$ cat config.mk
export PLATFORM = sky130hd
export DESIGN_NAME = uart_tx_arbiter
export DESIGN_NICKNAME = d
export VERILOG_FILES = /design/src/rtl/uart_pkg.sv /design/src/rtl/rr_arbiter_pick.sv /design/src/rtl/uart_tx_arbiter.sv
export SDC_FILE = /design/constraint.sdc
export NUM_CORES = 1
export LEC_CHECK = 0
export ABC_AREA = 1
export CAP_MARGIN = 10
export CORE_ASPECT_RATIO = 2
export CORE_MARGIN = 2
export CORE_UTILIZATION = 52
export CTS_BUF_LIST = sky130_fd_sc_hd__clkbuf_4 sky130_fd_sc_hd__clkbuf_8 sky130_fd_sc_hd__clkbuf_16
export CTS_CLUSTER_DIAMETER = 40
export DETAILED_ROUTE_END_ITERATION = 7
export PLACE_DENSITY_LB_ADDON = 0.2
export SLEW_MARGIN = 20
export SYNTH_ARGS = -nofsm -noshare
export SYNTH_HDL_FRONTEND = slang
export SYNTH_SLANG_ARGS = --single-unit
$ cat constraint.sdc
create_clock -name i_clk -period 3.9 [get_ports i_clk]
set_clock_uncertainty 0.05 [all_clocks]
set_input_delay 0.585 -clock i_clk [delete_from_list [all_inputs] [get_ports i_clk]]
set_output_delay 0.585 -clock i_clk [all_outputs]
set_load 0.03 [all_outputs]
$ cat src/rtl/uart_pkg.sv
// Shared definitions for the UART transmit arbiter: byte width and sequencer states.
package uart_pkg;

  localparam int UART_BYTE_W = 8;

  typedef enum logic [1:0] {
    IDLE      = 2'd0,
    WAIT_DONE = 2'd1,
    HOLD      = 2'd2
  } arb_state_t;

endpackage

$ cat src/rtl/rr_arbiter_pick.sv
// Combinational round-robin picker: first asserted request at or after ptr, wrapping.
module rr_arbiter_pick #(
  parameter int NUM_PORTS = 4
) (
  input  logic [NUM_PORTS-1:0]         req,
  input  logic [$clog2(NUM_PORTS)-1:0] ptr,
  output logic [NUM_PORTS-1:0]         onehot,
  output logic [$clog2(NUM_PORTS)-1:0] index,
  output logic                         any
);

  localparam int IDX_W = $clog2(NUM_PORTS);
  localparam int SUM_W = IDX_W + 1;

  logic [SUM_W-1:0] sum_s;
  logic [IDX_W-1:0] cand_s;

  // Scan from the farthest offset back to ptr so the closest requester overwrites last.
  always_comb begin
    sum_s  = '0;
    cand_s = '0;
    index  = '0;
    any    = 1'b0;
    for (int i = NUM_PORTS - 1; i >= 0; i--) begin
      sum_s  = {1'b0, ptr} + SUM_W'(i);
      sum_s  = (sum_s >= SUM_W'(NUM_PORTS)) ? sum_s - SUM_W'(NUM_PORTS) : sum_s;
      cand_s = sum_s[IDX_W-1:0];
      index  = req[cand_s] ? cand_s : index;
      any    = any | req[cand_s];
    end
    onehot = NUM_PORTS'(any) << index;
  end

endmodule

$ cat src/rtl/uart_tx_arbiter.sv
// Round-robin sequencer sharing one UART transmitter between NUM_PORTS byte requesters,
// with a per-packet lock released by the "last" flag or by an idle-owner timeout.
module uart_tx_arbiter
  import uart_pkg::*;
#(
  parameter int NUM_PORTS    = 4,
  parameter int LOCK_TIMEOUT = 256
) (
  input  logic                             i_clk,
  input  logic                             i_rst_n,
  input  logic [NUM_PORTS-1:0]             i_req_valid,
  input  logic [UART_BYTE_W*NUM_PORTS-1:0] i_req_byte,
  input  logic [NUM_PORTS-1:0]             i_req_last,
  output logic [NUM_PORTS-1:0]             o_req_ready,
  output logic [UART_BYTE_W-1:0]           o_tx_byte,
  output logic                             o_tx_dv,
  input  logic                             i_tx_active,
  input  logic                             i_tx_done,
  output logic [NUM_PORTS-1:0]             o_grant,
  output logic [$clog2(NUM_PORTS)-1:0]     o_grant_id,
  output logic                             o_busy,
  output logic                             o_lock_timeout
);

  localparam int IDX_W = $clog2(NUM_PORTS);
  localparam int CNT_W = (LOCK_TIMEOUT > 0) ? $clog2(LOCK_TIMEOUT + 1) : 1;
  localparam logic [CNT_W-1:0]     CNT_LAST = CNT_W'((LOCK_TIMEOUT > 0) ? LOCK_TIMEOUT - 1 : 0);
  localparam logic [NUM_PORTS-1:0] ONE_BIT  = NUM_PORTS'(1);

  arb_state_t             state_r, state_n;
  logic [NUM_PORTS-1:0]   pick_onehot_s;
  logic [IDX_W-1:0]       pick_idx_s;
  logic                   pick_any_s;
  logic                   launch_s, release_s, timeout_s;
  logic [IDX_W-1:0]       launch_id_s;
  logic [UART_BYTE_W-1:0] launch_byte_s;
  logic                   owner_valid_s;
  logic [CNT_W-1:0]       cnt_r, cnt_n;
  logic [IDX_W-1:0]       ptr_r, grant_id_r;
  logic [NUM_PORTS-1:0]   grant_r, req_ready_r;
  logic [UART_BYTE_W-1:0] tx_byte_r;
  logic                   tx_dv_r, busy_r, last_r, lock_to_r;

  function automatic logic [NUM_PORTS-1:0] onehot_of(input logic [IDX_W-1:0] idx);
    onehot_of = ONE_BIT << idx;
  endfunction

  function automatic logic [IDX_W-1:0] next_idx(input logic [IDX_W-1:0] idx);
    next_idx = (idx == IDX_W'(NUM_PORTS - 1)) ? '0 : idx + 1'b1;
  endfunction

  rr_arbiter_pick #(.NUM_PORTS(NUM_PORTS)) u_pick (
    .req    (i_req_valid),
    .ptr    (ptr_r),
    .onehot (pick_onehot_s),
    .index  (pick_idx_s),
    .any    (pick_any_s)
  );

  assign owner_valid_s = i_req_valid[grant_id_r];
  assign launch_byte_s = i_req_byte[UART_BYTE_W*launch_id_s +: UART_BYTE_W];

  // Sequencer state register.
  always_ff @(posedge i_clk or negedge i_rst_n) begin
    if (!i_rst_n) state_r <= IDLE;
    else          state_r <= state_n;
  end

  // Next state plus launch/release/timeout decisions; pick_onehot_s is unused beyond index.
  always_comb begin
    state_n     = state_r;
    launch_s    = 1'b0;
    launch_id_s = grant_id_r;
    release_s   = 1'b0;
    timeout_s   = 1'b0;
    cnt_n       = cnt_r;
    case (state_r)
      IDLE: begin
        if (!i_tx_active && pick_any_s && (pick_onehot_s != '0)) begin
          launch_s    = 1'b1;
          launch_id_s = pick_idx_s;
          state_n     = WAIT_DONE;
        end else begin
          state_n = IDLE;
        end
      end
      WAIT_DONE: begin
        if (i_tx_done) begin
          if (last_r) begin
            release_s = 1'b1;
            state_n   = IDLE;
          end else begin
            cnt_n   = '0;
            state_n = HOLD;
          end
        end else begin
          state_n = WAIT_DONE;
        end
      end
      HOLD: begin
        // An owner byte on the timeout edge is still served.
        if (owner_valid_s && !i_tx_active) begin
          launch_s    = 1'b1;
          launch_id_s = grant_id_r;
          state_n     = WAIT_DONE;
        end else if ((LOCK_TIMEOUT != 0) && (cnt_r == CNT_LAST)) begin
          timeout_s = 1'b1;
          release_s = 1'b1;
          state_n   = IDLE;
        end else begin
          cnt_n   = cnt_r + 1'b1;
          state_n = HOLD;
        end
      end
      default: begin
        state_n = IDLE;
      end
    endcase
  end

  // Capture registers, one-cycle strobes, ownership and round-robin pointer.
  always_ff @(posedge i_clk or negedge i_rst_n) begin
    if (!i_rst_n) begin
      tx_byte_r   <= '0;
      tx_dv_r     <= 1'b0;
      req_ready_r <= '0;
      grant_r     <= '0;
      grant_id_r  <= '0;
      busy_r      <= 1'b0;
      last_r      <= 1'b0;
      lock_to_r   <= 1'b0;
      ptr_r       <= '0;
      cnt_r       <= '0;
    end else begin
      tx_dv_r     <= launch_s;
      req_ready_r <= launch_s ? onehot_of(launch_id_s) : '0;
      lock_to_r   <= timeout_s;
      cnt_r       <= cnt_n;
      if (launch_s) begin
        tx_byte_r  <= launch_byte_s;
        grant_r    <= onehot_of(launch_id_s);
        grant_id_r <= launch_id_s;
        busy_r     <= 1'b1;
        last_r     <= i_req_last[launch_id_s];
      end else if (release_s) begin
        grant_r    <= '0;
        grant_id_r <= '0;
        busy_r     <= 1'b0;
        ptr_r      <= next_idx(grant_id_r);
      end else begin
        tx_byte_r <= tx_byte_r;
      end
    end
  end

  assign o_tx_byte      = tx_byte_r;
  assign o_tx_dv        = tx_dv_r;
  assign o_req_ready    = req_ready_r;
  assign o_grant        = grant_r;
  assign o_grant_id     = grant_id_r;
  assign o_busy         = busy_r;
  assign o_lock_timeout = lock_to_r;

endmodule

# Word-level counts from Yosys, hierarchy flattened
# Index checks and enable logic that the tools add are counted.
# totals
regBits,35
latch_bits,0
ramBits,0
romBits,0
input_bits,44
output_inout_bits,21
wordCells,105
memories,0
# op_classes
add_sub_neg,9
multipliers,0
n_div,0
magnitude_cmp,10
n_eq_ne,8
shifts,3
n_mux,50
bitwise,4
reduce_logical,10
# op_table
operator,count
$mux 9,4
$mux 2,17
$shiftx 32x6->8,1
$lt 2x3->1 const B,6
$pmux 9 s2,1
$mux 1,16
$bmux 1 s2,6
$mux 4,3
$add 9x1->9 const B,1
$eq 9x8->1 const B,1
$ge 3x3->1 const B,3
$ne 2x2->1 const B,4
$sub 2x1->2 const B,4
$add 2x2->3 const B,2
$pmux 2 s3,1
$reduce_and 5->1,1
$eq 2x2->1 const B,2
$pmux 1 s2,2
$reduce_bool 2->1,2
$reduce_bool 4->1,1
$shl 1x2->4,1
$shl 1x2->4 const A,1
$add 2x1->3 const B,1
$ge 2x3->1 const B,1
other kinds (8),12

# Depth between registers and ports, before layout
# Gate-level depths: netlist of run 1.
# depth
word_depth,16
mapped_depth,16
mapped_depth_nobuf,15

# Cells and area by module
# Synthesis of run 1 repeated with hierarchy kept, for this count alone.
# unflattened
cells_unflattened,376
hier_area_um2,2531.2
# by_module_without_submodules
mod,n_inst,cells_per_inst,area_per_inst_um2,seq_area_each_um2
uart_tx_arbiter,1,319,2229.6,875.8
rr_arbiter_pick,1,57,301.5,0.0

# Worst setup path after synthesis of run 1
# No wires, ideal clock.
# synth_timing
kind,register to register
startpoint,register cnt_r[0]
endpoint,register cnt_r[5]
setup_time_ns,0.123
arrival_time_ns,1.852
t_required_ns,3.727
slack_ns,1.875
path_stages_with_launch,14
n_path_buf,0
period_less_slack_ns,2.025
path_cell_list,dfrtp_1 > ha_1 > inv_1 > nor3_1 > nand3_1 > nor3_1 > ha_1 > nand2_1 > a21boi_1 > nand2_1 > nor3_2 > nand2_1 > o21ai_0 > a21oi_1
# synth_between
elab_chain_cells,4
word_cells_on_any_way,7
cone_classes,1 x add/sub; 2 x eq/ne; 3 x mux; 1 x reduce/logical
# synth_rtl
item,line,text
from (decl),uart_tx_arbiter.sv:38,"logic [CNT_W-1:0] cnt_r, cnt_n;"
from (signal assigned),uart_tx_arbiter.sv:138,cnt_r <= cnt_n;
$add 9x1->9,uart_tx_arbiter.sv:111,cnt_n = cnt_r + 1'b1;
$mux 9,uart_tx_arbiter.sv:106,end else if ((LOCK_TIMEOUT != 0) && (cnt_r == CNT_LAST)) begin
$mux 9,uart_tx_arbiter.sv:102,if (owner_valid_s && !i_tx_active) begin
$pmux 9 s2,uart_tx_arbiter.sv:77,case (state_r)
# Parallel ways exist; a longest one is shown, timed or not. The select of a mux whose other input is x is not followed.
# A chain may end at the register's enable or synchronous reset.

# Worst setup path after layout of run 1
# layout_timing
startpoint,register cnt_r[0]
endpoint,register ptr_r[1]
# layout_between
elab_chain_cells,5
# layout_rtl
item,line,text
$eq 9x8->1,uart_tx_arbiter.sv:106,
$mux 1,uart_tx_arbiter.sv:106,
$mux 1,uart_tx_arbiter.sv:102,
$pmux 1 s2,uart_tx_arbiter.sv:77,
$reduce_and 2->1 (no line),n/a,
to (signal assigned),uart_tx_arbiter.sv:149,ptr_r <= next_idx(grant_id_r);
to (decl),uart_tx_arbiter.sv:39,"logic [IDX_W-1:0] ptr_r, grant_id_r;"
# Every way passes these cells.

==> flow_summary.yaml, run 1 <==
run_status:
  outcome: "finished clean"
synthesis:
  syn_inst: 329
  synth_nets: 380
  synth-async-reset-ratio: 1.000
  ys_seq_elements: 35
  yosysMostFrequentCell: "nand2_1"
  synth.area.top_cells: "dfrtp_1, nand2_1, inv_1"
  syn_avg_cell_area_um2: 6.986
  ys_top_cells_by_count: "nand2_1, inv_1, nand3_1"
  synth_edf_count: 0
  synth_top_area_frac: 0.3811
  yosys.cell_types.count: 33
  synth_ff_type: "dfrtp_1"
  syn_area_mm2: 0.002298
  yosysWarnings: 0
  synth_top_area_cell: "dfrtp_1"
  ys_seq_area_frac: 0.3811
detailed_routing:
  dr.pass1.iters: 4
  dr_total_vias: 2292
  wl_per_cell_um: 12.17
  dr.first_iter.drc_count: 53
  routed_wl_um: 5501
  antenna_left: 0
  avgViaCountPerCell: 5.071
  route.detailed.drc: 0
die:
  core_area_mm2: 0.004297
  rows: 34
  fp.dieW_um: 51.01
  die_h_um: 98.02
  ios: 65
  start_util: 0.5349
  die_area_mm2: 0.005000
power_and_ir_drop:
  combPwrFrac: 0.592
  p_switching_mw: 1.080
  ir_drop_v: 0.0005667
  p_total_mw: 2.255
  switching_share: 0.4791
  seq_power_share: 0.258
  pwr-share-clk: 0.150
  p_per_area_mw_per_mm2: 727.3
  leakage_nw: 1.570
  cellInternalPower_mw: 1.175
worst_setup_path:
  rr_worst_depth: 12
  path_cells: "ha_1 -> inv_1 -> nor3_1 -> nand3_1 -> nor3_1 -> ha_1 -> nand2_1 -> nor2_1 -> o21ai_1 -> nor2_1 -> nand2_1 -> o21ai_0"
  startpoint: "cnt_r[0]"
  cp_data_arrival_time_ps: 2520
  max_stage_delay_ps: 360
  r2r_setup_slack_ps: 1520
  slowest_stage: "dfrtp_1"
  worstReg2RegEnd: "ptr_r[1]"
  path_max_fanout: 7
  path_class: "reg -> reg"
  startpoint_type: "flip-flop"
  reg2reg_from: "cnt_r[0]"
  required_ps: 4040
  end_kind: "flip-flop"
clock_network:
  clkSinkCount: 35
  cts_buffer_depth: 2
  clk_pin_slew_ps: 70
  ctsResizeCount: 0
  root_buffer: "clkbuf_8"
  cts_max_level: 2
  holdBufCountCts: 0
  worstSkewPairLatency_ps: 280
  post-cts-setup-buffers: 0
  cts_tree: "done"
  numCtsBuffers: 5
timing:
  fin_tns_setup_ps: 0
  finalCritPeriodShare: 0.6098
  timing.fmax_mhz: 420.5
  setup_ws_ps: 1522
  slew_viol_final: 0
  rsz0062_at_grt: "no"
  worst_pin_slew_ps: 545.6
  whs_ps: 436.0
  final_hold_viol_count: 0
  final.min_clock_period_ps: 2378
  relSlewSlack: 0.6338
  setup_violations: 0
global_routing:
  grt_antenna_before_repair: 0
  grt_pass1_vias: 2294
  overflow: 0
  grt_max_degree: 36
  grt_pass1_wl_um: 9266
  grt_usage: 0.2379
placed_design:
  dp.cells: 444
  placed_area_mm2: 0.002983
  dp_slack_ps: 1228
  place_congestion: 0.8703
  dpl.hpwl_um: 4321
  io_buffers: 64
final_layout:
  synthToLayoutAreaGrowth_pct: 34.89
  drive_gt1_frac: 0.09799
  final_util: 0.7216
  nets: 448
  final_cells: 452
  final_cell_area_mm2: 0.003100
  diodes: 0
  fill_cells: 365
min_path:
  worstHoldPathCells: 2
  hp-class: "reg -> reg"
  worstHoldStart: "o_busy"
  whs_endpoint: "o_busy"
flow_run:
  cap_violations: 0
-- how the worst max path moves through the flow --
stage | slack, ps | cells after the start | endpoint
2_1_floorplan | 1870 | 13 | cnt_r[5]
3_3_place_gp | 1270 | 13 | o_tx_byte[6]
3_5_place_dp | 1230 | 13 | o_tx_byte[6]
4_1_cts | 1520 | 13 | o_tx_byte[6]
5_1_grt | 1280 | 13 | cnt_r[6]
6_report | 1520 | 12 | ptr_r[1]
-- per-layer routing --
layer / global-route usage / part of all wire
met4: 0.07277 / 0.011
met1: 0.2344 / 0.36
met2: 0.4665 / 0.59
met3: 0.04740 / 0.039
met5: 0 / 0
-- cells in the final DEF, fill, tap and decap left out, types with 5 or more instances in the layout --
cell type / instances
ha_1: 7
nand2_1: 94
a21oi_1: 9
nor3_1: 5
nand3_1: 43
inv_1: 61
clkdlybuf4s50_1: 64
dfrtp_1: 35
nor2_1: 17
inv_2: 6
o21ai_0: 10
clkbuf_8: 6
-- layout make-up --
| cell class | count | area, um2 | area share |
|---|---|---|---|
| multi-input combinational | 222 | 1134 | 0.3656 |
| sequential | 35 | 875.8 | 0.2825 |
| timing repair buffer | 65 | 648.1 | 0.2090 |
| inverter | 68 | 257.7 | 0.08313 |
| clock buffer | 6 | 82.58 | 0.02663 |
| tap | 54 | 67.56 | 0.02179 |
| clock inverter | 2 | 35.03 | 0.01130 |
-- state kept, by name, summed over array words and instances (netlist names) --
signal and flops:
o_lock_timeout 1, state_r 2, o_busy 1, o_tx_dv 1
last_r 1, ptr_r 2, cnt_r 9, o_grant 4
o_grant_id 2, o_req_ready 4, o_tx_byte 8
-- power by group through the flow --
stage	clock, mW	sequential (mW)	combinational (mW)
after CTS	0.343	0.579	1.34
after detailed placement	0	0.583	1.33
after floorplan	0	0.730	0.805
after global routing	0.361	0.595	1.48
final	0.338	0.582	1.33
after global placement	0	0.583	1.31
-- cells by family (layout without fill, tap and decap cells) --
logic type / after synthesis / after routing / share of synthesized area
AOI/OAI and AO/OA: 30 / 30 / 0.07294
adders and majority gates: 7 / 7 / 0.03810
buffers and inverters: 72 / 141 / 0.1257
DFF: 35 / 35 / 0.3811
and+or+nand+nor: 185 / 185 / 0.3821
-- worst max-delay path, delay by kind of cell (launching register included) --
| family | cells | cell delay, ps |
|---|---|---|
| adder cells (fa/ha/maj) | 2 | 390 |
| flip-flops | 1 | 360 |
| buffers and inverters | 1 | 60 |
| AND/OR/NAND/NOR | 7 | 1130 |
| AO/OA/AOI/OAI | 2 | 290 |
Power figures use the tool's default switching activity.
==> inputs of run 2 (changes only) <==
CORE_UTILIZATION = 43   (was 52)
clock period = 2.05 ns   (was 3.9 ns; I/O delays follow)
==> run 2 against run 1 <==
Compared with the run above: the run now ends with setup timing left; clock-buffer cell count fell by 1; hold slack got worse by 53 ps; core utilization rose by 3.6 points; routed wire length up 26%.
==> flow_summary.yaml, run 2 (synthesis gave the netlist of run 1 again) <==
run_status:
  outcome: "finished with violations"
  violations: "setup timing"
final_layout:
  final_util: 0.7580
  final_cell_mix: "nand2_1, clkdlybuf4s50_1, inv_1"
  diodes: 0
  synthToLayoutAreaGrowth_pct: 69.46
  regMostFlops: "cnt_r"
  nets: 500
  largest_reg_flops: 9
  final_common_cell: "nand2_1"
  drive_gt1_frac: 0.3400
worst_setup_path:
  path_cells: "clkinv_4 -> nand2_2 -> and2_4 -> nand2_1 -> a21oi_1 -> a21oi_2 -> nor2_1 -> nor2_4 -> nor2_4 -> inv_2 -> o21ai_1"
  path_max_fanout: 7
  cp_data_arrival_time_ps: 2280
  end_kind: "flip-flop"
  max_stage_delay_ps: 470
  required_ps: 2220
  slowest_stage: "dfrtp_2"
  critPathBufInv: 2
  path_delay_family: "simple AND/OR/NAND/NOR gates"
  startpoint_type: "flip-flop"
  path_common_cell: "nor2_4"
  path_class: "reg -> reg"
power_and_ir_drop:
  leakage_nw: 1.994
  cellInternalPower_mw: 2.837
  ir_drop_v: 0.0009487
  pwr-share-clk: 0.094
  p_per_area_mw_per_mm2: 1427
  combPwrFrac: 0.707
  switching_share: 0.4897
  seq_power_share: 0.199
  p_switching_mw: 2.722
global_routing:
  grt_max_degree: 36
  grt_antenna_before_repair: 0
  grt_usage: 0.2059
  grt_pass1_wl_um: 9846
  grt_pass1_vias: 2360
  overflow: 0
clock_network:
  cts_tree: "done"
  numCtsBuffers: 5
  clkSinkCount: 35
  cts_buffer_depth: 2
  clk_pin_slew_ps: 80
  root_buffer: "clkbuf_8"
  cts_max_level: 2
  worstSkewPairLatency_ps: 290
detailed_routing:
  dr.pass1.iters: 4
  dr_total_vias: 2568
  route.detailed.drc: 0
  antenna_left: 0
  dr.first_iter.drc_count: 62
  avgViaCountPerCell: 5.055
  wl_per_cell_um: 13.65
  routed_wl_um: 6934
die:
  ios: 65
  core_area_mm2: 0.005139
  die_area_mm2: 0.005981
  fp.dieW_um: 55.70
  rows: 37
  die_h_um: 107.4
  start_util: 0.4473
timing:
  timing.fmax_mhz: 475.1
  setup_ws_ps: -55.00
  fin_tns_setup_ps: -300.9
  slew_viol_final: 0
  finalCritPeriodShare: 1.027
  final.min_clock_period_ps: 2105
  setup_violations: 16
  worst_pin_slew_ps: 459.6
  whs_ps: 383.4
  relSlewSlack: 0.6936
  rsz0062_at_grt: "yes"
  final_hold_viol_count: 0
placed_design:
  dpl.hpwl_um: 4525
  io_buffers: 64
  dp_slack_ps: -210.5
  place_congestion: 0.7816
flow_run:
  cap_violations: 0
min_path:
  hp-class: "in -> async"
==> run 2: changes by cell type in the layout (fill, tap and decap cells not counted), moves of 4 or more <==
cell / delta
nand2_1: -24
nand2_2: +15
nand2_8: +5
nand3_1: -16
clkinv_4: +4
nand2_4: +7
inv_1: -6
nand3_2: +16
nor3_1: -4
buf_4: +42
buf_6: +5
==> run 2: power groups by stage <==
stage	sequential [mW]	combinational, mW	clock [mW]
4_1_cts	1.09	2.92	0.529
5_1_grt	1.13	4.23	0.568
3_3_place_gp	1.10	2.80	0
3_5_place_dp	1.10	2.84	0
6_report	1.11	3.93	0.524
2_1_floorplan	1.39	1.53	0
==> run 2: path summary, 6_finish.rpt <==
kind,from,endpoint,slack [ps],cells after the start
worst min-delay path,i_rst_n,ptr_r[1],380,2
worst max-delay path,ptr_r[0],o_grant[2],-60,11
worst min register to register,o_busy,o_busy,430,2
worst max register to register,ptr_r[0],o_grant[2],-60,11
max in group asynchronous,i_rst_n,ptr_r[0],1230,2
min in group i_clk,o_busy,o_busy,430,2
==> run 2: layout make-up <==
| class | count | area, um2 |
|---|---|---|
| well taps | 58 | 72.57 |
| clock buffers | 5 | 68.82 |
| clock inverters | 3 | 25.02 |
| flip-flops and latches | 35 | 877.1 |
| multi-input cells | 225 | 1514 |
| repair buffers | 114 | 1062 |
| inverters | 68 | 275.3 |
| fillers | 384 | 1244 |
==> run 2: timing repair <==
action | in CTS | in global routing
cloned | 0 | 3
setup buffers | 7 | 14
hold endpoints to repair | 0 | 0
hold buffers | 0 | 0
resized for setup | 17 | 88
pin swaps | 1 | 41
endpoints found under the setup margin | 24 | 32
==> run 2: per-layer routing <==
layer	part of all wire	GRT usage	wire, um
met5	0	0	0
met4	0.038	0.1220	265
met3	0.035	0.03245	240
met2	0.59	0.4039	4087
met1	0.34	0.1916	2342
==> run 2: through the flow <==
step / area [um2] / power [mW] / std cells
5_1_grt: 3895 / 5.928 / 508
3_3_place_gp: 3198 / 3.897 / 476
6_report: 3895 / 5.559 / 508
3_5_place_dp: 3198 / 3.936 / 476
2_1_floorplan: 2298 / 2.920 / 329
4_1_cts: 3407 / 4.544 / 491
